[src/rtl/i2c_seq_pkg.sv]
// Shared definitions for the I2C write sequencer and the host command decoder:
// state codes, default engine timing and the 32-bit to 2x16 data split.
package i2c_seq_pkg;
   localparam logic [2:0] ST_FLUSH  = 3'd0;
   localparam logic [2:0] ST_IDLE   = 3'd1;
   localparam logic [2:0] ST_ASSERT = 3'd2;
   localparam logic [2:0] ST_FRAME  = 3'd3;
   localparam logic [2:0] ST_GAP    = 3'd4;

   localparam int DEF_DIV_LOG2   = 15;
   localparam int DEF_FRAME_BITS = 168;
   localparam int DEF_HOLD_TICKS = 3;
   localparam int DEF_SYNC_TICKS = 2;
   localparam int DEF_GAP_TICKS  = 4;
   localparam int TICK_W         = 9;

   // Upper half of the request word is sent first (engine DATA12).
   function automatic logic [15:0] data12(input logic [31:0] d);
      return d[31:16];
   endfunction

   function automatic logic [15:0] data34(input logic [31:0] d);
      return d[15:0];
   endfunction
endpackage

[src/rtl/i2c_tick_timer.sv]
// Prescaler plus tick counter; done pulses on the last CLK of the limit-th tick.
module i2c_tick_timer
   import i2c_seq_pkg::*;
#(
   parameter int DIV_LOG2 = DEF_DIV_LOG2
) (
   input  logic              clk,
   input  logic              rst,
   input  logic              restart,
   input  logic [TICK_W-1:0] limit,
   output logic              done
);
   logic [DIV_LOG2-1:0] pre;
   logic [TICK_W-1:0]   cnt;
   logic                tick;

   assign tick = &pre;
   assign done = tick && (cnt == limit - TICK_W'(1));

   always_ff @(posedge clk) begin
      if (rst || restart) begin
         pre <= '0;
         cnt <= '0;
      end else begin
         pre <= pre + DIV_LOG2'(1);
         if (tick) cnt <= cnt + TICK_W'(1);
      end
   end
endmodule

[src/rtl/i2c_write_sequencer.sv]
// Round-robin front end for the 4-byte I2C writer engine; times each frame
// slot itself since the engine exposes no busy indication.
module i2c_write_sequencer
   import i2c_seq_pkg::*;
#(
   parameter int DIV_LOG2   = DEF_DIV_LOG2,
   parameter int FRAME_BITS = DEF_FRAME_BITS,
   parameter int HOLD_TICKS = DEF_HOLD_TICKS,
   parameter int SYNC_TICKS = DEF_SYNC_TICKS,
   parameter int GAP_TICKS  = DEF_GAP_TICKS
) (
   input  logic        CLK,
   input  logic        RST,
   input  logic        REQ0_VALID,
   output logic        REQ0_READY,
   input  logic [1:0]  REQ0_LINES,
   input  logic [31:0] REQ0_DATA,
   input  logic        REQ1_VALID,
   output logic        REQ1_READY,
   input  logic [1:0]  REQ1_LINES,
   input  logic [31:0] REQ1_DATA,
   output logic [1:0]  REQ_DONE,
   output logic        BUSY,
   output logic        I2C_ENABLE,
   output logic [1:0]  I2C_LINES,
   output logic [15:0] I2C_DATA12,
   output logic [15:0] I2C_DATA34
);
   logic [2:0]        state, state_nxt;
   logic              owner, ptr;
   logic [TICK_W-1:0] limit;
   logic              done, grant0, grant1, accept;

   // ptr holds the last served requester; the other one wins a tie.
   assign grant0 = (state == ST_IDLE) && REQ0_VALID && (!REQ1_VALID || ptr);
   assign grant1 = (state == ST_IDLE) && REQ1_VALID && (!REQ0_VALID || !ptr);
   assign accept = grant0 || grant1;

   assign REQ0_READY = grant0;
   assign REQ1_READY = grant1;
   assign BUSY       = (state != ST_IDLE);
   assign I2C_ENABLE = (state == ST_ASSERT);

   always_comb begin
      limit     = '0;
      state_nxt = state;
      case (state)
         ST_FLUSH: begin
            limit = TICK_W'(HOLD_TICKS + FRAME_BITS + SYNC_TICKS);
            if (done) state_nxt = ST_IDLE;
         end
         ST_IDLE:
            if (accept) state_nxt = ST_ASSERT;
         ST_ASSERT: begin
            limit = TICK_W'(HOLD_TICKS);
            if (done) state_nxt = ST_FRAME;
         end
         ST_FRAME: begin
            limit = TICK_W'(FRAME_BITS + SYNC_TICKS);
            if (done) state_nxt = ST_GAP;
         end
         ST_GAP: begin
            limit = TICK_W'(GAP_TICKS);
            if (done) state_nxt = ST_IDLE;
         end
         default: state_nxt = ST_FLUSH;
      endcase
   end

   i2c_tick_timer #(.DIV_LOG2(DIV_LOG2)) u_timer (
      .clk     (CLK),
      .rst     (RST),
      .restart (state_nxt != state),
      .limit   (limit),
      .done    (done)
   );

   always_ff @(posedge CLK) begin
      if (RST) begin
         state      <= ST_FLUSH;
         ptr        <= 1'b1;
         owner      <= 1'b0;
         REQ_DONE   <= 2'b00;
         I2C_LINES  <= 2'b00;
         I2C_DATA12 <= '0;
         I2C_DATA34 <= '0;
      end else begin
         state    <= state_nxt;
         REQ_DONE <= 2'b00;
         if (accept) begin
            owner      <= grant1;
            ptr        <= grant1;
            I2C_LINES  <= grant1 ? REQ1_LINES : REQ0_LINES;
            I2C_DATA12 <= data12(grant1 ? REQ1_DATA : REQ0_DATA);
            I2C_DATA34 <= data34(grant1 ? REQ1_DATA : REQ0_DATA);
         end
         if (state == ST_GAP && done) REQ_DONE <= owner ? 2'b10 : 2'b01;
      end
   end
endmodule

[config.mk]
export PLATFORM = sky130hd
export DESIGN_NAME = i2c_write_sequencer
export DESIGN_NICKNAME = d
export VERILOG_FILES = /design/src/rtl/i2c_seq_pkg.sv /design/src/rtl/i2c_tick_timer.sv /design/src/rtl/i2c_write_sequencer.sv
export SDC_FILE = /design/constraint.sdc
export NUM_CORES = 1
export LEC_CHECK = 0
export ABC_AREA = 1
export BUFFER_PORTS_ARGS = -buffer_cell sky130_fd_sc_hd__clkbuf_2
export CORE_MARGIN = 3
export CORE_UTILIZATION = 35
export DETAILED_ROUTE_END_ITERATION = 16
export GPL_TIMING_DRIVEN = 0
export HOLD_SLACK_MARGIN = 0.06
export PLACE_DENSITY = 0.69
export SLEW_MARGIN = 15
export SYNTH_ARGS = -nofsm -noshare
export SYNTH_HDL_FRONTEND = slang
export SYNTH_SLANG_ARGS = --single-unit
[constraint.sdc]
create_clock -name CLK -period 3.5 [get_ports CLK]
set_input_delay 0.35 -clock CLK [delete_from_list [all_inputs] [get_ports CLK]]
set_output_delay 0.35 -clock CLK [all_outputs]
set_load 0.02 [all_outputs]
* After elaboration in Yosys (flattened, before gate mapping)
Cells that the tools add are included.
Storage, ports and cells: flip-flop bits (word level) 65, output and inout bits 40, logic and storage cells 46, bits of input ports 72
Cells by class: muxes and demuxes 9, bitwise operators 1, $add $sub $neg 3, eq/ne operators 7, reductions and logical operators 17
Operators by type and width (count):
- $mux 32 | 1
- $pmux 8 s4 | 1
- $add 15x1->15 const B | 1
- $reduce_and 15->1 | 1
- $mux 3 | 4
- $pmux 3 s4 | 1
- $add 9x1->9 const B | 1
- $eq 9x9->1 | 1
- $sub 8x1->9 const B | 1
- $eq 3x2->1 const B | 2
- $logic_and 1x1->1 | 6
- $logic_or 1x1->1 | 4
- $mux 2 | 2
- $reduce_or 2->1 | 2
- $eq 3x1->1 const B | 1
- $eq 3x3->1 const B | 1
- $logic_not 1->1 | 3
- $logic_not 3->1 | 1
- $ne 3x1->1 const B | 1
- $ne 3x3->1 | 1
- $not 1->1 | 1

* Longest topological paths before layout
Gate-level depths: netlist of the first run.
word-level depth 9, gate-level depth with buffers 18, depth with buffers taken out 17

* Hierarchy
A second synthesis of the first run with hierarchy kept.
Unflattened totals: cell total of the unflattened synthesis 576, area, all modules 3762.4 sq um
Modules (own cells, without submodules):
- i2c_write_sequencer | times used 1, sequential area each 820.8 sq um, area an instance 2230.9 sq um, cells each 321
- i2c_tick_timer | times used 1, sequential area each 480.5 sq um, area an instance 1531.5 sq um, cells each 255

* Least setup slack after synthesis of the first run
No wires, ideal clock.
kind register to register, start register state[0], end register u_timer.pre[8], setup time 0.116 ns, stages on the path, launching flop included 17, clock period less this slack 2.437 ns, buffers on the path 1, arrival time 2.321 ns, slack 1.063 ns, cell sequence dfxtp_1 > inv_2 > nor3_1 > o21bai_1 > inv_1 > ha_1 > o21ai_0 > nand2_1 > nor2_1 > nand2_1 > nor2_1 > nand3_1 > nand2_2 > nand4_2 > nand4_4 > buf_6 > nor2_1
Between the ends: longest elaborated chain between the ends 9, elaborated cells on any way between the ends 22
RTL lines:
- start, declared | line i2c_write_sequencer.sv:29 | logic [2:0] state, state_nxt;
- start signal, assigned | line i2c_write_sequencer.sv:88 | state <= state_nxt;
- $eq 3x3->1 (tied with other cells) | line i2c_write_sequencer.sv:47 | case (state)
- $pmux 8 s4 | line i2c_write_sequencer.sv:47
- $sub 8x1->9 | line i2c_tick_timer.sv:18 | assign done = tick && (cnt == limit - TICK_W'(1));
- $eq 9x9->1 | line i2c_tick_timer.sv:18
- $logic_and 1x1->1 | line i2c_tick_timer.sv:18
- $mux 3 (on tied branches)
- $pmux 3 s4 | line i2c_write_sequencer.sv:47
- $ne 3x3->1 * | line i2c_write_sequencer.sv:73 | .restart (state_nxt != state),
- $logic_or 1x1->1 * | line i2c_tick_timer.sv:21 | if (rst || restart) begin
- end signal, assigned | line i2c_tick_timer.sv:25 | pre <= pre + DIV_LOG2'(1);
- end, declared | line i2c_tick_timer.sv:13 | logic [DIV_LOG2-1:0] pre;
Every way passes the cells marked *; elsewhere a longest branch is shown, timed or not. A chain may end at the register's enable or synchronous reset.

* Final worst setup path of the first run
Same ends and word-level chain as after synthesis.

==> results of run 1 <==
## power groups by stage
stage               sequential (mW)  combinational, mW  clock, mW
floorplan                     0.761             0.0194          0
global placement              0.761             0.0638          0
detailed placement            0.761             0.0643          0
CTS                           0.744             0.0648      0.674
global route                  0.744             0.0717      0.705
finish                        0.744             0.0639      0.658
## final timing paths
kind,end,slack [ps],cells after the start,start
worst min register to register,u_timer.pre[0]$_SDFF_PP0_,450,1,u_timer.pre[0]$_SDFF_PP0_
worst min-delay path,I2C_DATA34[0]$_SDFFE_PP0P_,280,3,REQ0_DATA[0]
worst max-delay path,u_timer.pre[8]$_SDFF_PP0_,640,16,state[0]$_SDFF_PP0_
worst max register to register,u_timer.pre[8]$_SDFF_PP0_,640,16,state[0]$_SDFF_PP0_
## per-layer routing
metal | part of all wire | global-route usage
met4 | 0.017 | 0.0666
met3 | 0.085 | 0.0655
met2 | 0.49 | 0.297
met1 | 0.41 | 0.192
met5 | 0 | 0
## synth_stat cells, drive strengths merged, types with 4 or more instances
master | number | area (um2)
nor2 | 113 | 439
nand3 | 16 | 100
xnor2 | 7 | 61.3
xor2 | 13 | 114
dfxtp | 65 | 1300
nor3 | 11 | 76.3
ha | 4 | 50.1
nand4 | 6 | 58.8
inv | 44 | 165
o21ai | 40 | 200
clkbuf | 15 | 56.3
nand2 | 88 | 338
a21oi | 37 | 185
buf | 5 | 40.0
## cell families after synthesis
family                     after synthesis
DFF                                     65
adders and majority gates                4
xor gates and xnor gates                20
and+or+nand+nor                        236
muxes                                    1
AOI/OAI and AO/OA                       81
buffers and inverters                   64
## flip-flops by register name, summed over array words and instances, names as in the netlist
signal / count
I2C_DATA12: 16
u_timer.pre: 15
REQ_DONE: 2
u_timer.cnt: 9
I2C_DATA34: 16
ptr: 1
state: 3
I2C_LINES: 2
owner: 1
## metrics by stage
stage	util	area, um2	hold WS, ps
detailed placement	0.444	3930	436
global placement	0.444	3930	426
global route	0.467	4140	278
floorplan	-	3240	413
CTS	0.467	4140	271
finish	0.467	4140	284
## worst max-delay path, cell delays in order, from the launching register on
cell and delay (ps):
dfxtp_1 490, inv_2 100, nor3_1 350, o21bai_1 190, inv_1 60, ha_1 280
o21ai_0 150, nand2_1 90, nor2_1 90, nand2_1 60, nor2_1 120, nand3_1 150
nand2_2 150, nand4_2 110, nand4_4 130, buf_6 170, nor2_1 50
## final cells by class
class                           count  area [um2]  area share
Multi-Input combinational cell    342        1680       0.406
Sequential cell                    65        1300       0.315
Timing Repair Buffer              111         556       0.134
Inverter                           44         165      0.0399
Tap cell                          108         135      0.0327
Clock buffer                        9         124      0.0300
Buffer                             20        96.3      0.0233
Clock inverter                      7        80.1      0.0194
==> results.toml, run 1 <==
[synth]
synth_cells = 471
synthAdderAreaFrac = 0.0154
synth_edf_count = 0
synth-async-reset-ratio = 0
ys_ff_latch = 65
syn_nets = 547
synth_top_family_by_area = "simple AND/OR/NAND/NOR gates"
syn_area_per_cell_um2 = 6.88
synth-xor-area-share = 0.0541
synth_compound_area_frac = 0.128
syn_area_um2 = 3240
synthFlopType = "dfxtp_1"
synth_mux_area_frac = 0.00347
synthSimpleGateAreaFrac = 0.317
synth.distinct_cells = 31
yosys_warnings = 0
seq_area_frac_synth = 0.402

[global_routing]
grt_pass1_vias = 3268
grt_pass1_wl_um = 14300
track_usage = 0.172
antenna_found_initial = 0
grt_max_degree = 14
grt_overflow = 0

[routing]
drt-pass1-iter-count = 4
vias = 3340
vias_per_cell = 4.73
drc = 0
wl_per_cell_um = 12.1
drt_iter0_markers = 152
ant_nets = 0
wl_um = 8570

[clocking]
cts_root_buf = "clkbuf_8"
cts.htree.levels = 3
clock_latency_ps = 360
cts_hold_buf = 0
postCtsResizedCells = 0
clk_pin_slew_ps = 80
cts_max_path_buffers = 2
post_cts_buffers = 0
numClockSinks = 65
numCtsBuffers = 9
cts_tree = "built"

[finish]
diodes = 0
final_common_cell = "clkbuf_2"
syn_to_final_growth_pct = 27.6
layout.nets = 669
n_fill_cell = 904
fin_cells = 706
drive_gt1_frac = 0.261
layout_common_cells = "clkbuf_2 (111), nor2_1 (107), nand2_1 (85)"

[outcome]
status = "finished, final reports clean"

[setup_path]
path_max_fanout = 10
end_kind = "flip-flop"
crit_arrival_ps = 3110
critPathLaunchType = "flip-flop"
crit_type = "flip-flop to flip-flop"
required_ps = 3750

[timing]
period_share = 0.817
setup-tns-final_ps = 0
hold_viol = 0
setup_violations = 0
maxSlewViolCount = 0
setup_ws_ps = 639
slew_headroom = 0.676
finalCriticalPeriod_ps = 2860
max_slew.worst_pin.slew_ps = 486
rsz0062_at_grt = "false"
skew_ps = 8.12
fmax_mhz = 350

[floorplanning]
start_util = 0.366
core_um2 = 8850
die_h_um = 102
io_pins = 112
rows = 34
die_w_um = 102
dieArea_um2 = 10500

[placed_design]
portBuffers = 111
dpl.hpwl_um = 6670
finalWeightedCongestion = 0.818
place_ws_ps = 712
dp_cells = 690

[power_and_ir_drop]
p_leak_nw = 1.92
intPower_mw = 1.11
comb_power_share = 0.044
p_sw_mw = 0.354
p_per_area_nw_per_um2 = 355
peakVddDrop_uv = 211
power_frac_seq = 0.507
power.total_mw = 1.47
switching_share = 0.241
p_clk_frac = 0.449

[worst_hold_path]
min_path_type = "primary input to flip-flop"

[flow_run]
cap_violations = 0
(Power assumes the default switching activity.)
==> inputs of run 2 (changes only) <==
--- a/config.mk
+++ b/config.mk
@@ -5,14 +5,14 @@
 export SDC_FILE = /design/constraint.sdc
 export NUM_CORES = 1
 export LEC_CHECK = 0
-export ABC_AREA = 1
+export ABC_AREA = 0
 export BUFFER_PORTS_ARGS = -buffer_cell sky130_fd_sc_hd__clkbuf_2
 export CORE_MARGIN = 3
 export CORE_UTILIZATION = 35
 export DETAILED_ROUTE_END_ITERATION = 16
 export GPL_TIMING_DRIVEN = 0
 export HOLD_SLACK_MARGIN = 0.06
-export PLACE_DENSITY = 0.69
+export PLACE_DENSITY = 0.72
 export SLEW_MARGIN = 15
 export SYNTH_ARGS = -nofsm -noshare
 export SYNTH_HDL_FRONTEND = slang
==> constraint.sdc (replaced) <==
create_clock -name CLK -period 2.3 [get_ports CLK]
set_input_delay 0.23 -clock CLK [delete_from_list [all_inputs] [get_ports CLK]]
set_output_delay 0.23 -clock CLK [all_outputs]
set_load 0.02 [all_outputs]
==> run 2 against run 1 <==
Compared with the run above: the flow now finishes with violations (negative setup slack); sequential share of layout area up 0.34 points; fmax up 6.2%; die area down 5.9%; first-iteration DRC count down 56%; core utilization up 2.6 points; flip-flop and latch count unchanged; worst hold slack worse by 77 ps; clock-buffer cell count unchanged; synthesized cell count down 29%; critical path type unchanged; critical endpoint is now u_timer.pre[9]$_SDFF_PP0_.
==> results.toml, run 2 <==
[clocking]
cts_max_path_buffers = 2
clock_latency_ps = 340
cts.htree.levels = 3
numCtsBuffers = 9
numClockSinks = 65
clk_pin_slew_ps = 70
cts_tree = "built"
cts_root_buf = "clkbuf_8"

[synth]
syn_area_um2 = 3040
yosysTopAreaCell = "dfxtp_1"
syn_area_per_cell_um2 = 9.07
synth_edf_count = 0
seq_area_frac_synth = 0.428
synth_cells = 335
yosys_warnings = 0
synth-async-reset-ratio = 0
synth.distinct_cells = 39
synthFlopType = "dfxtp_1"
synth_common_cells = "nor2_1 (68), dfxtp_1 (65), mux2i_1 (37)"
synth_most_common_cell = "nor2_1"
synth_top_area_frac = 0.428
synthTopCellsByArea = "dfxtp_1 (43%), mux2i_1 (12%), a211oi_1 (8.6%), nor2_1 (8.4%), xor2_1 (4.0%)"
ys_ff_latch = 65
syn_nets = 411

[placed_design]
place_ws_ps = -594
portBuffers = 110
finalWeightedCongestion = 0.806
dp_cells = 550
dpl.hpwl_um = 6100

[floorplanning]
start_util = 0.364
rows = 33
core_um2 = 8340
die_w_um = 99.2
io_pins = 112
die_h_um = 99.2
dieArea_um2 = 9840

[timing]
setup_ws_ps = -394
slew_headroom = 0.560
rsz0062_at_grt = "true"
hold_viol = 0
fmax_mhz = 371
setup_violations = 29
maxSlewViolCount = 0
skew_ps = 8.79
period_share = 1.17
finalCriticalPeriod_ps = 2690
max_slew.worst_pin.slew_ps = 655

[finish]
largest_registers = "I2C_DATA12 x16, I2C_DATA34 x16, u_timer.pre x15"
layout_common_cells = "clkbuf_2 (112), dfxtp_1 (63), nor2_1 (53)"
n_fill_cell = 784
diodes = 0
fin_cells = 576
final_common_cell = "clkbuf_2"
multi_input_area_um2 = 1710
regArea_um2 = 1310
layout.nets = 543
drive_gt1_frac = 0.374
syn_to_final_growth_pct = 35.4
fin_util = 0.493

[routing]
wl_per_cell_um = 14.1
drt-pass1-iter-count = 4
vias = 2918
wl_um = 8140
drc = 0
drt_iter0_markers = 67
ant_nets = 0
vias_per_cell = 5.07

[setup_path]
end_kind = "flip-flop"
cp_top_family = "simple AND/OR/NAND/NOR gates"
reg2reg_setup_slack_ps = -390
max_stage_delay_ps = 360
required_ps = 2530
crit_type = "flip-flop to flip-flop"
reg2reg_depth = 11
crit_arrival_ps = 2930
critPathLaunchType = "flip-flop"
worstPathCellList = "or2_4, a21o_1, ha_1, or3_1, a222oi_1, buf_4, nand4_1, o31ai_4, buf_6, buf_8, nor2_2"
crit_buf_inv = 3
slowest_stage = "dfxtp_4"
path_max_fanout = 6
crit_cells = 11

[power_and_ir_drop]
power_frac_seq = 0.517
comb_power_share = 0.063
p_leak_nw = 1.89
p_per_area_nw_per_um2 = 531
intPower_mw = 1.69
power.total_mw = 2.19
switching_share = 0.227
p_clk_frac = 0.420
p_sw_mw = 0.497
peakVddDrop_uv = 378

[flow_run]
cap_violations = 0

[global_routing]
grt_max_degree = 12
track_usage = 0.164
grt_pass1_wl_um = 13200
antenna_found_initial = 0
grt_pass1_vias = 2957
grt_overflow = 0

[worst_hold_path]
whs_path_depth = 3
min_path_type = "primary input to flip-flop"

[outcome]
failed_checks = "negative setup slack"
status = "finished, violations left"
## run 2: cell types whose count changed after synthesis, sizes merged, moves of 34 or more
cell    change
inv        -37
nand2      -74
nor2       -45
o21ai      -38
a211oi     +34
mux2i      +37
## run 2: logic make-up (layout without fill, tap and decap cells)
kind of cell	Yosys count	after routing	share of synthesized area
and+or+nand+nor	124	124	0.191
xor gates and xnor gates	23	23	0.0663
DFF	65	65	0.428
AOI/OAI and AO/OA	56	56	0.139
adders and majority gates	4	4	0.0165
buffers and inverters	26	162	0.0371
muxes	37	37	0.122
## run 2: repair_timing
action                     CTS  global route
gates resized for setup     15            21
cloned                       2             0
setup buffers               10             1
hold buffers                 0             0
pin swaps                   19             3
setup endpoints to repair   40            42
## run 2: metrics by stage
step / area (um2) / hold slack [ps] / setup TNS, ps
after floorplan: 3050 / 402 / -4900
after global placement: 3730 / 414 / -14150
after detailed placement: 3730 / 431 / -14940
after CTS: 4050 / 196 / -10290
after global routing: 4120 / 203 / -15010
final: 4120 / 206 / -10200
## run 2: power by group through the flow
| stage | clock network (mW) | registers (mW) | logic, mW |
|---|---|---|---|
| global placement | 0 | 1.16 | 0.118 |
| CTS | 0.944 | 1.13 | 0.132 |
| global route | 1.00 | 1.13 | 0.152 |
| floorplan | 0 | 1.16 | 0.0480 |
| finish | 0.919 | 1.13 | 0.137 |
| detailed placement | 0 | 1.16 | 0.120 |
## run 2: layer usage
layer | wire [um] | global-route usage | vias to the layer above
met5 | 0 | 0 | -
met4 | 170 | 0.0693 | 0
met3 | 337 | 0.0372 | 20
met2 | 4070 | 0.282 | 75
met1 | 3560 | 0.196 | 1374
li1 | - | - | 1449
## run 2: final cells by class
type / count / area share
Clock buffer: 9 / 0.0301
Multi-Input combinational cell: 244 / 0.416
Inverter: 7 / 0.00638
Clock inverter: 6 / 0.0146
Buffer: 17 / 0.0228
Timing Repair Buffer: 123 / 0.160
Sequential cell: 65 / 0.318
Tap cell: 105 / 0.0319
## run 2: final timing paths
kind,start,endpoint
worst min register to register,u_timer.pre[0]$_SDFF_PP0_,u_timer.pre[0]$_SDFF_PP0_
worst min-delay path,REQ0_VALID,ptr$_SDFFE_PP1P_
worst max-delay path,state[1]$_SDFF_PP0_,u_timer.pre[9]$_SDFF_PP0_
worst max register to register,state[1]$_SDFF_PP0_,u_timer.pre[9]$_SDFF_PP0_
## run 2: worst reg2reg max path, cell delays in order, from the launching register on
cell      delay (ps)
dfxtp_4          360
or2_4            250
a21o_1           160
ha_1             280
or3_1            310
a222oi_1         270
buf_4            170
nand4_1          170
o31ai_4          250
buf_6            170
buf_8            140
nor2_2            50
==> inputs of run 3 (changes only) <==
--- a/config.mk
+++ b/config.mk
@@ -12,7 +12,7 @@
 export DETAILED_ROUTE_END_ITERATION = 16
 export GPL_TIMING_DRIVEN = 0
 export HOLD_SLACK_MARGIN = 0.06
-export PLACE_DENSITY = 0.72
+export PLACE_DENSITY = 0.7
 export SLEW_MARGIN = 15
 export SYNTH_ARGS = -nofsm -noshare
 export SYNTH_HDL_FRONTEND = slang
==> constraint.sdc (replaced) <==
create_clock -name CLK -period 2.82 [get_ports CLK]
set_input_delay 0.282 -clock CLK [delete_from_list [all_inputs] [get_ports CLK]]
set_output_delay 0.282 -clock CLK [all_outputs]
set_load 0.02 [all_outputs]
==> run 3 against run 2 <==
Compared with the run above: the run now ends clean; global-route usage decreased by 0.81 points; die area stayed put; sequential power decreased by 18%; cell area down 0.76%; total power is 21% lower; core utilization is 0.37 points lower; critical path depth did not move; critical path type unchanged.
==> results.toml, run 3 (synthesis gave the netlist of run 2 again) <==
[global_routing]
grt_pass1_wl_um = 12700
track_usage = 0.156
antenna_found_initial = 0
grt_pass1_vias = 2864
grt_max_degree = 14
grt_overflow = 0

[routing]
drc = 0
wl_per_cell_um = 13.4
vias = 2864
drt_iter0_markers = 86
wl_um = 7700
ant_nets = 0
drt-pass1-iter-count = 4
vias_per_cell = 4.97

[timing]
slew_headroom = 0.585
setup_ws_ps = 38.2
setup_violations = 0
rsz0062_at_grt = "true"
finalCriticalPeriod_ps = 2780
max_slew.worst_pin.slew_ps = 618
maxSlewViolCount = 0
skew_ps = 7.18
fmax_mhz = 359
hold_viol = 0
period_share = 0.986

[finish]
final_common_cell = "clkbuf_2"
layout_common_cells = "clkbuf_2 (110), dfxtp_1 (63), nor2_1 (60)"
diodes = 0
fin_cells = 576
n_fill_cell = 786
multi_input_area_um2 = 1690
drive_gt1_frac = 0.350
largest_registers = "I2C_DATA12 x16, I2C_DATA34 x16, u_timer.pre x15"
design_area_um2 = 4080
regArea_um2 = 1310
layout.nets = 542
fin_util = 0.490
syn_to_final_growth_pct = 34.4

[setup_path]
critPathLaunchType = "flip-flop"
reg2reg_depth = 11
reg2reg_setup_slack_ps = 40
required_ps = 3060
regToRegStartpoint = "state[1]$_SDFF_PP0_"
r2r_end = "u_timer.cnt[4]$_SDFFE_PP0P_"
end_kind = "flip-flop"
crit_type = "flip-flop to flip-flop"
crit_arrival_ps = 3020
path_max_fanout = 6
worstPathCellList = "or2_4, a21o_1, ha_4, or3_1, a222oi_1, buf_4, nand4_1, o31ai_4, buf_6, clkbuf_16, nor2_1"
max_stage_delay_ps = 370
slowest_stage = "dfxtp_4"

[clocking]
numCtsBuffers = 9
clk_pin_slew_ps = 80
cts_max_path_buffers = 2
clock_latency_ps = 350
numClockSinks = 65
cts_tree = "built"
cts.htree.levels = 3
cts_hold_buf = 0
cts_root_buf = "clkbuf_8"

[placed_design]
dpl.hpwl_um = 5840
finalWeightedCongestion = 0.816
portBuffers = 110
place_ws_ps = -273
placed_cell_area_um2 = 3720
dp_cells = 550

[power_and_ir_drop]
p_per_area_nw_per_um2 = 426
comb_power_share = 0.063
p_leak_nw = 1.87
power.total_mw = 1.74
switching_share = 0.249
peakVddDrop_uv = 304
p_clk_frac = 0.406
intPower_mw = 1.30
power_frac_seq = 0.531
p_sw_mw = 0.433

[floorplanning]
die_h_um = 99.2
rows = 33
die_w_um = 99.2
start_util = 0.364
dieArea_um2 = 9840
io_pins = 112
core_um2 = 8340

[worst_hold_path]
min_from = "REQ1_DATA[24]"
whs_path_depth = 3
min_path_type = "primary input to flip-flop"
min_to = "I2C_DATA12[8]$_SDFFE_PP0P_"

[outcome]
status = "finished, final reports clean"

[flow_run]
cap_violations = 0
[run 3: cell types whose count changed in the layout (fill, tap and decap cells not counted), sizes merged]
| cell | delta |
|---|---|
| clkinv | -1 |
| bufinv | -1 |
| inv | +2 |
| clkinvlp | +1 |
| buf | -1 |
[run 3: power by group through the flow]
stage	clock network [mW]	registers, mW	logic (mW)
after floorplan	0	0.945	0.0380
after global placement	0	0.945	0.0945
after detailed placement	0	0.945	0.0957
after CTS	0.726	0.924	0.101
after global routing	0.767	0.922	0.122
final	0.706	0.922	0.109
[run 3: how the worst max path moves through the flow]
stage / startpoint / end / slack, ps / cells after the start
global placement: state[0]$_SDFF_PP0_ / u_timer.cnt[2]$_SDFFE_PP0P_ / -240 / 9
detailed placement: state[0]$_SDFF_PP0_ / u_timer.pre[4]$_SDFF_PP0_ / -270 / 9
CTS: state[1]$_SDFF_PP0_ / REQ_DONE[0]$_SDFF_PP0_ / 10 / 9
floorplan: state[0]$_SDFF_PP0_ / u_timer.pre[13]$_SDFF_PP0_ / 150 / 9
finish: state[1]$_SDFF_PP0_ / u_timer.cnt[4]$_SDFFE_PP0P_ / 40 / 11
global route: state[1]$_SDFF_PP0_ / u_timer.cnt[7]$_SDFFE_PP0P_ / -40 / 11
[run 3: routing by layer]
| layer | global-route usage | share of wire | up-vias |
|---|---|---|---|
| met5 | 0 | 0 | - |
| met3 | 0.0470 | 0.061 | 11 |
| met1 | 0.193 | 0.43 | 1317 |
| met4 | 0.0483 | 0.016 | 0 |
| met2 | 0.260 | 0.49 | 83 |
| li1 | - | - | 1453 |
[run 3: critical path, delay by kind of cell (launching register included)]
| family | cells | cell delay (ps) |
|---|---|---|
| AND/OR/NAND/NOR | 4 | 800 |
| flip-flops | 1 | 370 |
| adder cells (fa/ha/maj) | 1 | 210 |
| AO/OA/AOI/OAI | 3 | 800 |
| buffers and inverters | 3 | 510 |
[run 3: repair_timing]
action	in CTS	in global routing
endpoints found under the setup margin	26	27
cloned	1	1
pin swaps	3	8
buffers inserted	5	3
gates resized for setup	3	23
[run 3: metrics by stage]
stage	hold slack (ps)	setup TNS (ps)
final	249	0
after global placement	428	-4970
after global routing	255	-744
after CTS	244	0
after detailed placement	443	-5730
after floorplan	415	0
[run 3: final cells by class]
| type | count | area share |
|---|---|---|
| inverter | 7 | 0.00643 |
| buffer | 19 | 0.0239 |
| clock buffer | 9 | 0.0303 |
| sequential | 65 | 0.320 |
| multi-input combinational | 244 | 0.414 |
| clock inverter | 7 | 0.0132 |
| tap | 105 | 0.0322 |
| timing repair buffer | 120 | 0.159 |
